<file path="src/rtl/udp_depkt_pkg.sv">
// Shared definitions for the UDP receive path: protocol constants, the
// header word map (2-byte pad / Ethernet / IPv4 / UDP), the parser state
// type and a one's-complement fold helper.
package udp_depkt_pkg;

  localparam logic [15:0] ETHERTYPE_IPV4 = 16'h0800;
  localparam logic [7:0]  IPV4_VER_IHL   = 8'h45;
  localparam logic [7:0]  IPPROTO_UDP    = 8'd17;
  localparam logic [15:0] UDP_HDR_LEN    = 16'd8;

  // Header word positions within a shift16-aligned frame
  localparam logic [3:0] W_DMAC_HI      = 4'd0;   // {pad16, dmac[47:32]}
  localparam logic [3:0] W_DMAC_LO      = 4'd1;   // dmac[31:0]
  localparam logic [3:0] W_SMAC_HI      = 4'd2;   // smac[47:16]
  localparam logic [3:0] W_SMAC_LO      = 4'd3;   // {smac[15:0], ethertype}
  localparam logic [3:0] W_IP_VER_LEN   = 4'd4;   // {ver_ihl, tos, total_len}
  localparam logic [3:0] W_IP_ID        = 4'd5;   // {id, flags_frag}
  localparam logic [3:0] W_IP_TTL_PROTO = 4'd6;   // {ttl, proto, hdr_csum}
  localparam logic [3:0] W_IP_SRC       = 4'd7;   // src_ip
  localparam logic [3:0] W_IP_DST       = 4'd8;   // dst_ip
  localparam logic [3:0] W_UDP_PORTS    = 4'd9;   // {sport, dport}
  localparam logic [3:0] W_UDP_LEN      = 4'd10;  // {udp_len, udp_csum}

  // Payload word counter width: (udp_len - 8) >> 2
  localparam int PAY_CNT_W = 14;

  typedef enum logic [1:0] {
    IDLE    = 2'd0,
    HDR     = 2'd1,
    PAYLOAD = 2'd2,
    DISCARD = 2'd3
  } state_t;

  // Fold a raw 17-bit sum of two 16-bit values back to 16 bits with
  // end-around carry. When bit 16 is set the low half is at most 16'hFFFE,
  // so the fold never carries out again.
  function automatic logic [15:0] ones_fold(input logic [16:0] x);
    return x[15:0] + {15'd0, x[16]};
  endfunction

endpackage

</file>
<file path="src/rtl/udp_depacketizer_ip_csum_acc.sv">
// IPv4 header checksum accumulator. Adds two 16-bit halves per enabled
// cycle with end-around carry; o_sum_ok reports whether the folded total
// equals 16'hFFFF (a correct header including its checksum field).
// Only instantiated when UDP_DEPKT_IP_CSUM_EN is defined.
module ip_csum_acc
  import udp_depkt_pkg::*;
(
  input  logic        clk,
  input  logic        rst,
  input  logic        i_clear,
  input  logic        i_add_en,
  input  logic [15:0] i_a,
  input  logic [15:0] i_b,
  output logic        o_sum_ok
);

  // Raw accumulator: bit 16 is the carry of the last add, folded on the next use
  logic [16:0] r_acc;
  logic [15:0] w_acc_folded;
  logic [15:0] w_sum_a;
  logic [16:0] w_sum_ab;

  assign w_acc_folded = ones_fold(r_acc);
  assign w_sum_a      = ones_fold({1'b0, w_acc_folded} + {1'b0, i_a});
  assign w_sum_ab     = {1'b0, w_sum_a} + {1'b0, i_b};
  assign o_sum_ok     = (w_acc_folded == 16'hFFFF);

  // Accumulate both halves of the current header word; clear on frame start
  always_ff @(posedge clk or posedge rst) begin
    if (rst) begin
      r_acc <= '0;
    end else if (i_clear) begin
      r_acc <= '0;
    end else if (i_add_en) begin
      r_acc <= w_sum_ab;
    end
  end

endmodule

</file>
<file path="src/rtl/udp_depacketizer.sv">
// UDP receive depacketizer: parses shift16-aligned Ethernet II / IPv4 / UDP
// frames from the MAC receive FIFO, filters on destination MAC/IP/port and
// forwards whole 32-bit payload words to the Deserializer write port.
// Optional: define UDP_DEPKT_IP_CSUM_EN to verify the IPv4 header checksum.
module udp_depacketizer
  import udp_depkt_pkg::*;
#(
  parameter logic [47:0] local_mac    = 48'h021234566790,
  parameter logic [31:0] local_ip     = {8'd10, 8'd0, 8'd0, 8'd2},
  parameter logic [15:0] local_port   = 16'd32179,
  parameter bit          accept_bcast = 1'b1
) (
  input  logic        clk,
  input  logic        rst,
  input  logic [31:0] ff_rx_data,
  input  logic        ff_rx_sop,
  input  logic        ff_rx_eop,
  input  logic [1:0]  ff_rx_mod,
  input  logic        ff_rx_dval,
  input  logic [5:0]  rx_err,
  output logic        ff_rx_rdy,
  output logic [31:0] wr_data,
  output logic        wr_en,
  input  logic        wr_afull,
  input  logic        wr_full,
  output logic        pkt_done,
  output logic        pkt_good,
  output logic [15:0] drop_cnt
);

  state_t                 r_state, w_state_next;
  logic [3:0]             r_idx, w_idx_next;
  logic                   r_reject, w_reject_next;
  logic                   r_ovf, w_ovf_next;
  logic [PAY_CNT_W-1:0]   r_count, w_count_next;
  logic [15:0]            r_dmac_hi, w_dmac_hi_next;
  logic                   r_rdy;
  logic [31:0]            r_wr_data, w_wr_data_next;
  logic                   r_wr_en, w_wr_en_next;
  logic                   r_done, w_done_next;
  logic                   r_good, w_good_next;
  logic [15:0]            r_drop_cnt;

  logic [47:0]            w_dmac;
  logic [15:0]            w_udp_body;
  logic [PAY_CNT_W-1:0]   w_pay_words;
  logic                   w_udp_len_ok;
  logic                   w_field_ok;
  logic                   w_unused;

  // Trailing partial bytes are never forwarded, so the eop byte count is not needed
  assign w_unused = ^ff_rx_mod;

  assign w_dmac       = {r_dmac_hi, ff_rx_data};
  assign w_udp_len_ok = (ff_rx_data[31:16] >= UDP_HDR_LEN);
  assign w_udp_body   = ff_rx_data[31:16] - UDP_HDR_LEN;
  assign w_pay_words  = w_udp_body[15:2];

  assign ff_rx_rdy = r_rdy;
  assign wr_data   = r_wr_data;
  assign wr_en     = r_wr_en;
  assign pkt_done  = r_done;
  assign pkt_good  = r_good;
  assign drop_cnt  = r_drop_cnt;

`ifdef UDP_DEPKT_IP_CSUM_EN
  logic w_csum_clear;
  logic w_csum_add;
  logic w_sum_ok;
  logic r_csum_chk, w_csum_chk_next;

  assign w_csum_clear = ff_rx_dval & ff_rx_sop;
  assign w_csum_add   = ff_rx_dval & ~ff_rx_sop & (r_state == HDR) &
                        (r_idx >= W_IP_VER_LEN) & (r_idx <= W_IP_DST);

  ip_csum_acc u_csum (
    .clk      (clk),
    .rst      (rst),
    .i_clear  (w_csum_clear),
    .i_add_en (w_csum_add),
    .i_a      (ff_rx_data[31:16]),
    .i_b      (ff_rx_data[15:0]),
    .o_sum_ok (w_sum_ok)
  );

  // Checksum verdict is taken the cycle after dst_ip has been accumulated
  always_ff @(posedge clk or posedge rst) begin
    if (rst) r_csum_chk <= 1'b0;
    else     r_csum_chk <= w_csum_chk_next;
  end
`endif

  // Per-word header field check selected by the header index
  always_comb begin
    w_field_ok = 1'b1;
    unique case (r_idx)
      W_DMAC_LO:      w_field_ok = (w_dmac == local_mac) ||
                                   (accept_bcast && (w_dmac == 48'hFFFF_FFFF_FFFF));
      W_SMAC_LO:      w_field_ok = (ff_rx_data[15:0] == ETHERTYPE_IPV4);
      W_IP_VER_LEN:   w_field_ok = (ff_rx_data[31:24] == IPV4_VER_IHL);
      W_IP_TTL_PROTO: w_field_ok = (ff_rx_data[23:16] == IPPROTO_UDP);
      W_IP_DST:       w_field_ok = (ff_rx_data == local_ip);
      W_UDP_PORTS:    w_field_ok = (ff_rx_data[15:0] == local_port);
      W_UDP_LEN:      w_field_ok = w_udp_len_ok;
      W_DMAC_HI, W_SMAC_HI, W_IP_ID, W_IP_SRC: w_field_ok = 1'b1;
      default:        w_field_ok = 1'b1;
    endcase
  end

  // Parser next-state, payload forwarding and frame-end status
  always_comb begin
    w_state_next   = r_state;
    w_idx_next     = r_idx;
    w_reject_next  = r_reject;
    w_ovf_next     = r_ovf;
    w_count_next   = r_count;
    w_dmac_hi_next = r_dmac_hi;
    w_wr_en_next   = 1'b0;
    w_wr_data_next = r_wr_data;
    w_done_next    = 1'b0;
    w_good_next    = 1'b0;
`ifdef UDP_DEPKT_IP_CSUM_EN
    w_csum_chk_next = 1'b0;
    if (r_csum_chk && !w_sum_ok) w_reject_next = 1'b1;
`endif
    if (ff_rx_dval) begin
      if (ff_rx_sop) begin
        // A sop outside IDLE aborts the frame in progress as bad
        if (r_state != IDLE) begin
          w_done_next = 1'b1;
          w_good_next = 1'b0;
        end
        w_dmac_hi_next = ff_rx_data[15:0];
        w_reject_next  = 1'b0;
        w_ovf_next     = 1'b0;
        w_count_next   = '0;
        w_idx_next     = W_DMAC_LO;
        if (ff_rx_eop) begin
          w_done_next  = 1'b1;
          w_good_next  = 1'b0;
          w_state_next = IDLE;
        end else begin
          w_state_next = HDR;
        end
      end else begin
        unique case (r_state)
          IDLE: begin
            // words outside a frame are dropped
          end
          HDR: begin
            if (!w_field_ok) w_reject_next = 1'b1;
            w_idx_next = r_idx + 4'd1;
`ifdef UDP_DEPKT_IP_CSUM_EN
            if (r_idx == W_IP_DST) w_csum_chk_next = 1'b1;
`endif
            if (r_idx == W_UDP_LEN) begin
              w_count_next = w_udp_len_ok ? w_pay_words : '0;
              if (!w_reject_next && (w_count_next != '0)) w_state_next = PAYLOAD;
              else                                        w_state_next = DISCARD;
            end
            // eop anywhere in the header is a truncated frame
            if (ff_rx_eop) begin
              w_done_next  = 1'b1;
              w_good_next  = 1'b0;
              w_state_next = IDLE;
            end
          end
          PAYLOAD: begin
            if (wr_full) begin
              w_ovf_next   = 1'b1;
              w_state_next = DISCARD;
            end else begin
              w_wr_en_next   = 1'b1;
              w_wr_data_next = ff_rx_data;
              w_count_next   = r_count - 1'b1;
              if (w_count_next == '0) w_state_next = DISCARD;
            end
            if (ff_rx_eop) begin
              w_done_next  = 1'b1;
              w_good_next  = ~w_reject_next & ~|rx_err & (w_count_next == '0) & ~w_ovf_next;
              w_state_next = IDLE;
            end
          end
          DISCARD: begin
            if (ff_rx_eop) begin
              w_done_next  = 1'b1;
              w_good_next  = ~w_reject_next & ~|rx_err & (r_count == '0) & ~r_ovf;
              w_state_next = IDLE;
            end
          end
          default: w_state_next = IDLE;
        endcase
      end
    end
  end

  // Parser state and frame bookkeeping
  always_ff @(posedge clk or posedge rst) begin
    if (rst) begin
      r_state   <= IDLE;
      r_idx     <= '0;
      r_reject  <= 1'b0;
      r_ovf     <= 1'b0;
      r_count   <= '0;
      r_dmac_hi <= '0;
    end else begin
      r_state   <= w_state_next;
      r_idx     <= w_idx_next;
      r_reject  <= w_reject_next;
      r_ovf     <= w_ovf_next;
      r_count   <= w_count_next;
      r_dmac_hi <= w_dmac_hi_next;
    end
  end

  // Registered outputs: write port, frame status, MAC ready and drop counter
  always_ff @(posedge clk or posedge rst) begin
    if (rst) begin
      r_rdy      <= 1'b0;
      r_wr_en    <= 1'b0;
      r_wr_data  <= '0;
      r_done     <= 1'b0;
      r_good     <= 1'b0;
      r_drop_cnt <= '0;
    end else begin
      r_rdy     <= ~wr_afull;
      r_wr_en   <= w_wr_en_next;
      r_wr_data <= w_wr_data_next;
      r_done    <= w_done_next;
      r_good    <= w_good_next;
      if (w_done_next && !w_good_next && (r_drop_cnt != 16'hFFFF))
        r_drop_cnt <= r_drop_cnt + 16'd1;
    end
  end

endmodule

</file>
<file path="config.mk">
export PLATFORM = sky130hd
export DESIGN_NAME = udp_depacketizer
export DESIGN_NICKNAME = d
export VERILOG_FILES = /design/src/rtl/udp_depkt_pkg.sv /design/src/rtl/udp_depacketizer_ip_csum_acc.sv /design/src/rtl/udp_depacketizer.sv
export SDC_FILE = /design/constraint.sdc
export NUM_CORES = 1
export LEC_CHECK = 0
export BUFFER_PORTS_ARGS = -buffer_cell sky130_fd_sc_hd__buf_2
export CORE_MARGIN = 5
export CORE_UTILIZATION = 40
export DETAILED_ROUTE_END_ITERATION = 16
export GPL_TIMING_DRIVEN = 0
export PLACE_DENSITY = 0.64
export SLEW_MARGIN = 20
export SYNTH_ARGS = -nofsm -noshare
export SYNTH_HDL_FRONTEND = slang
export SYNTH_SLANG_ARGS = --single-unit
</file>
<file path="constraint.sdc">
create_clock -name clk -period 3.35 [get_ports clk]
set_input_delay 0.335 -clock clk [delete_from_list [all_inputs] [get_ports clk]]
set_output_delay 0.335 -clock clk [all_outputs]
set_load 0.01 [all_outputs]
</file>
# Word-level counts from Yosys, hierarchy flattened
# Cells that the tools add are included.
# totals
regBits,90
input_bits,47
out_inout_bits,52
wordCells,122
# classes
n_addsub,4
n_lt_le_gt_ge,1
n_eq_ne,22
n_mux,48
bitwise,11
reduce_logical,24
# ops
op,n
$mux 14,7
$eq 48x42->1 const B,1
$eq 48x48->1 const B,1
$logic_not 14->1,3
$eq 32x28->1 const B,1
$mux 1,28
$pmux 14 s2,1
$add 16x1->16 const B,1
$eq 16x12->1 const B,1
$eq 16x15->1 const B,1
$ge 16x4->1 const B,1
$ne 16x16->1 const B,1
$sub 16x4->16 const B,1
$mux 2,7
$reduce_bool 14->1,1
$sub 14x1->14 const B,1
$eq 4x4->1 const B,3
$eq 4x3->1 const B,2
$eq 8x5->1 const B,1
$eq 8x7->1 const B,1
$mux 4,2
$pmux 1 s7,1
$ne 3x3->1 const B,2
$not 1->1,6
22 further kinds,35

# Logic depth before layout (Yosys ltp)
# depth
ltp_word,15
depth_mapped,12
ltp_nobuf,10

# Worst setup path after synthesis
# Ideal clock, no wire load.
# synth_timing
path_kind,flip-flop to flip-flop
start,reg r_count[0]
end,"reg r_drop_cnt[1], in the netlist drop_cnt[1]"
setup_time_ns,0.125
arrival_ns,2.460
t_required_ns,3.225
setup_slack_ns,0.765
stages_incl_launch_ff,12
path_buffers,2
period_less_slack_ns,2.585
path_cell_list,dfrtp_1 buf_4 inv_1 ha_1 nor3_1 a31o_2 a32oi_1 and4b_1 a41o_1 a21o_1 buf_6 mux2_2
# synth_between
elab_chain_len,15
elab_cells_between_ends,19
cone_classes,add/sub (1); mux (9); bitwise (4); reduce/logical (5)
# synth_rtl
element,line_no,source
from (decl),udp_depacketizer.sv:35,"logic [PAY_CNT_W-1:0] r_count, w_count_next;"
from (signal assigned),udp_depacketizer.sv:211,r_count <= w_count_next;
$sub 14x1->14,udp_depacketizer.sv:175,w_count_next = r_count - 1'b1;
$mux 14,udp_depacketizer.sv:169,if (wr_full) begin
$mux 14,udp_depacketizer.sv:146,unique case (r_state)
$mux 14,udp_depacketizer.sv:127,if (ff_rx_sop) begin
$mux 14,udp_depacketizer.sv:126,if (ff_rx_dval) begin
$logic_not 14->1,udp_depacketizer.sv:180,w_good_next = ~w_reject_next & ~|rx_err & (w_count_next == '0) & ~w_ovf_next;
$and 1x1->1 (2 in a row),udp_depacketizer.sv:180,
$mux 1,udp_depacketizer.sv:178,if (ff_rx_eop) begin
$pmux 1 s2 *,udp_depacketizer.sv:146,
$mux 1 *,udp_depacketizer.sv:127,
$mux 1 *,udp_depacketizer.sv:126,
$logic_not 1->1 *,udp_depacketizer.sv:231,if (w_done_next && !w_good_next && (r_drop_cnt != 16'hFFFF))
$logic_and 1x1->1 * (2 in a row),udp_depacketizer.sv:231,
to (signal assigned),udp_depacketizer.sv:232,r_drop_cnt <= r_drop_cnt + 16'd1;
to (decl),udp_depacketizer.sv:42,logic [15:0] r_drop_cnt;
# Every way passes the cells marked *; elsewhere a longest branch is shown, timed or not. The select of a mux whose other input is x is not followed.
# A chain may end at the register's enable or synchronous reset.

# Worst setup path in the final report
# Ends and elaborated chain as after synthesis.

==> metrics.md <==
| Metric | Value |
|---|---|
| Root buf cell | clkbuf_16 |
| Pwr Density | 783 mW/mm^2 |
| Max Freq | approximately 0.32 GHz |
| Worst setup margin | 0.185 ns |
| Buf/Inv on CP | 3 |
| Yosys reg bits | 90 |
| Seq. cell area | between 0.002 and 0.0025 sq mm |
| Number of global-route vias before repair | 4654 |
| Synth area leader | dfrtp_1 |
| Leakage | around 2.8 nW |
| Critical Path Sink Type | flip-flop |
| Dpl hpwl | 11100 microns |
| Initial antenna violation count | 0 |
| Hold WS | approximately 0.054 ns |
| CTS tree | built |
| Fill count | 1209 |
| Share of flip-flops with an asynchronous set or reset | 100% |
| Placement Rows | 41 |
| Hold Path Class | input port to async pin |
| Die outline width | 125 microns |
| Total Neg Setup Slack | 0 ns |
| Critical path required time | 3.58 ns |
| First-pass GRT wire length | 24600 microns |
| Clock latency on the worst-skew pair | 0.34 ns |
| WL final | 14700 microns |
| Port bufs | 91 |
| CP max stage delay | about 0.39 ns |
| Slew @ Worst Pin | roughly 0.76 ns |
| Arrival time worst endpoint | 3.39 ns |
| Sequential cell area fraction in the yosys report | 42.8% |
| Die area | 0.0155 sq mm |
| CP max stage cell | dfrtp_1 |
| Worst path cell trace | buf_4, inv_1, ha_1, nor2b_1, nand4_1, xnor2_1, and4b_1, a41o_1, a21o_1, buf_6, mux2_2 |
| Minimum clock period | 3.17 ns |
| DP Area | around 0.0060 sq mm |
| Clk sinks | 90 |
| Worst vdd ir | 0.358 mV |
| NumNets Final | 699 |
| Worst relative slew slack | 49.0% |
| RePlAce Congestion | 0.935 |
| Area contributors post-synth | dfrtp_1, mux2_2, ha_1, o21ai_0, nor2_1 |
| Yosys cell types | 57 |
| Cell Area, Synth | around 0.0053 sq mm |
| Crit path launch | r_count[0] |
| Starting utilization of the core area | between 40% and 50% |
| MaxCap Viol Count | 0 |
| Ys flop type | dfrtp_1 |
| Design area | 0.00626 sq mm |
| Largest net degree at the start of global routing | 51 |
| Crit start category | flip-flop |
| Area growth, synth to finish | 19.1% |
| Ports | just under 100 |
| Multi-input logic area | about 0.0028 sq mm |
| Setup-failing EPs final | 0 |
| Core Area | 0.0128 sq mm |
| CTS Buf Count | 9 |
| Reg-to-Reg Start | r_count[0] |
| Number of synthesized flops with an enable pin | 0 |
| Mapped Cells | 536 |
| Vias/cell | ~5.6 |
| Share of cells above drive strength 1 | 27.4% |
| Synthesized Nets | roughly 600 |
| Placed cells | 800 |
| DR vias | 4592 |
| DRT Pass-1 Iters | 6 |
| Fin. Hold Viols | 0 |
| RSZ-0062 raised after global routing | no |
| Clock transition at path regs | ~0.070 ns |
| Ant diodes | 0 |
| CTS Hold Bufs | 0 |
| Tot GR Track Use | 19.1% |
| Crit path max fanout | 10 |
| Period utilization | between 90% and 100% |
| Max clock buf depth | 2 |
| WS Path Type | flip-flop to flip-flop |
| Grt total ovfl | 0 |
| Syn avg cell area | between 9 and 10 sq um |
| Post-route insts no fill | 814 |
| Post-synth top area share | 42.8% |
| Final slew viol count | 0 |
| DR WL/cell | 18.1 microns |
| Drt first-iter violations | ~500 |
| Detail Route Antenna Nets | 0 |
| Ys Warns | 0 |
| H-tree Lvls | 3 |
| Residual DRC | 0 |
| Die Ht | 125 microns |
| Pre-CTS setup slack | 0.111 ns |
| Status | completed |
| Clock Skews | around 0.0090 ns |
| Top delay family on crit path | simple AND/OR/NAND/NOR gates |
-- cells in the mapped netlist, types with 10 or more instances --
library cell and instances:
a21oi_1 14, a31oi_1 10, clkbuf_1 22, dfrtp_1 90, ha_1 13, inv_1 29
mux2_2 49, nand2_1 30, nand3_1 16, nand4_1 19, nor2_1 41, nor3_1 22
nor4_1 24, o21ai_0 31, xnor2_1 14, xor2_1 17
-- cell usage in the layout, fill, tap and decap left out, drive strengths merged, types with 13 or more instances in the layout --
master / count
o21ai: 33
nor4: 27
buf: 99
xor2: 17
nor2: 41
a21oi: 14
inv: 29
nand4: 19
nand2: 30
ha: 13
clkbuf: 32
nor3: 28
dfrtp: 90
xnor2: 14
nand3: 16
mux2: 49
-- state kept, by name, summed over array words and instances (netlist names), 2 cells and up --
signal     count
r_count       14
r_state        2
wr_data       32
r_idx          4
r_dmac_hi     16
drop_cnt      16
-- routing by layer --
layer | part of all wire (%) | routed length [microns] | global-route usage (%) | vias up
met5 | 0 | 0 | 0 | -
met4 | 1.9 | 287 | 6.83 | 0
met3 | 5.2 | 768 | 2.40 | 24
met2 | 47 | 6940 | 30.4 | 168
met1 | 46 | 6750 | 26.8 | 2218
li1 | - | - | - | 2182
-- layout make-up --
type	count	area share, %
inverter	29	1.78
buffer	29	2.26
sequential	90	36.0
tap	172	3.44
multi-input combinational	388	44.2
timing repair buffer	92	7.71
clock buffer	10	3.82
clock inverter	4	0.859
-- logic make-up after synthesis --
family,after synthesis,share of synthesized area [%]
compound gates,93,11.3
fa+ha+maj,13,3.09
buf+inv,58,4.76
xor+xnor,31,5.16
mux,52,11.1
simple gates,199,21.8
flops,90,42.8
-- what timing repair did --
action | CTS | global route
endpoints found under the setup margin | 0 | 30
gates resized for setup | 0 | 2
endpoints found under the hold margin | 0 | 0
setup buffers | 0 | 0
-- path summary, 6_finish.rpt --
check                           cells after the start           end  slack (ns)
worst max-delay path                               11   drop_cnt[1]        0.18
worst min register to register                      1  drop_cnt[11]        0.49
min in group clk                                    2     ff_rx_rdy        0.13
worst min-delay path                                2   drop_cnt[3]        0.05
max in group asynchronous                           3  r_dmac_hi[2]        2.66
worst max register to register                     11   drop_cnt[1]        0.18
-- power by group --
part           switching, mW  internal, mW  leakage (nW)
Clock                  0.413         0.591         0.137
Combinational           1.27         0.885          1.53
Sequential             0.293          1.46          1.13
Total                   1.97          2.93          2.79
-- metrics by stage --
| step | util [%] | power [mW] |
|---|---|---|
| floorplan | - | 3.16 |
| global placement | 46.4 | 3.85 |
| detailed placement | 46.7 | 3.90 |
| CTS | 49.0 | 4.93 |
| global route | 49.0 | 5.27 |
| finish | 49.0 | 4.91 |
Power figures use the tool's default switching activity.
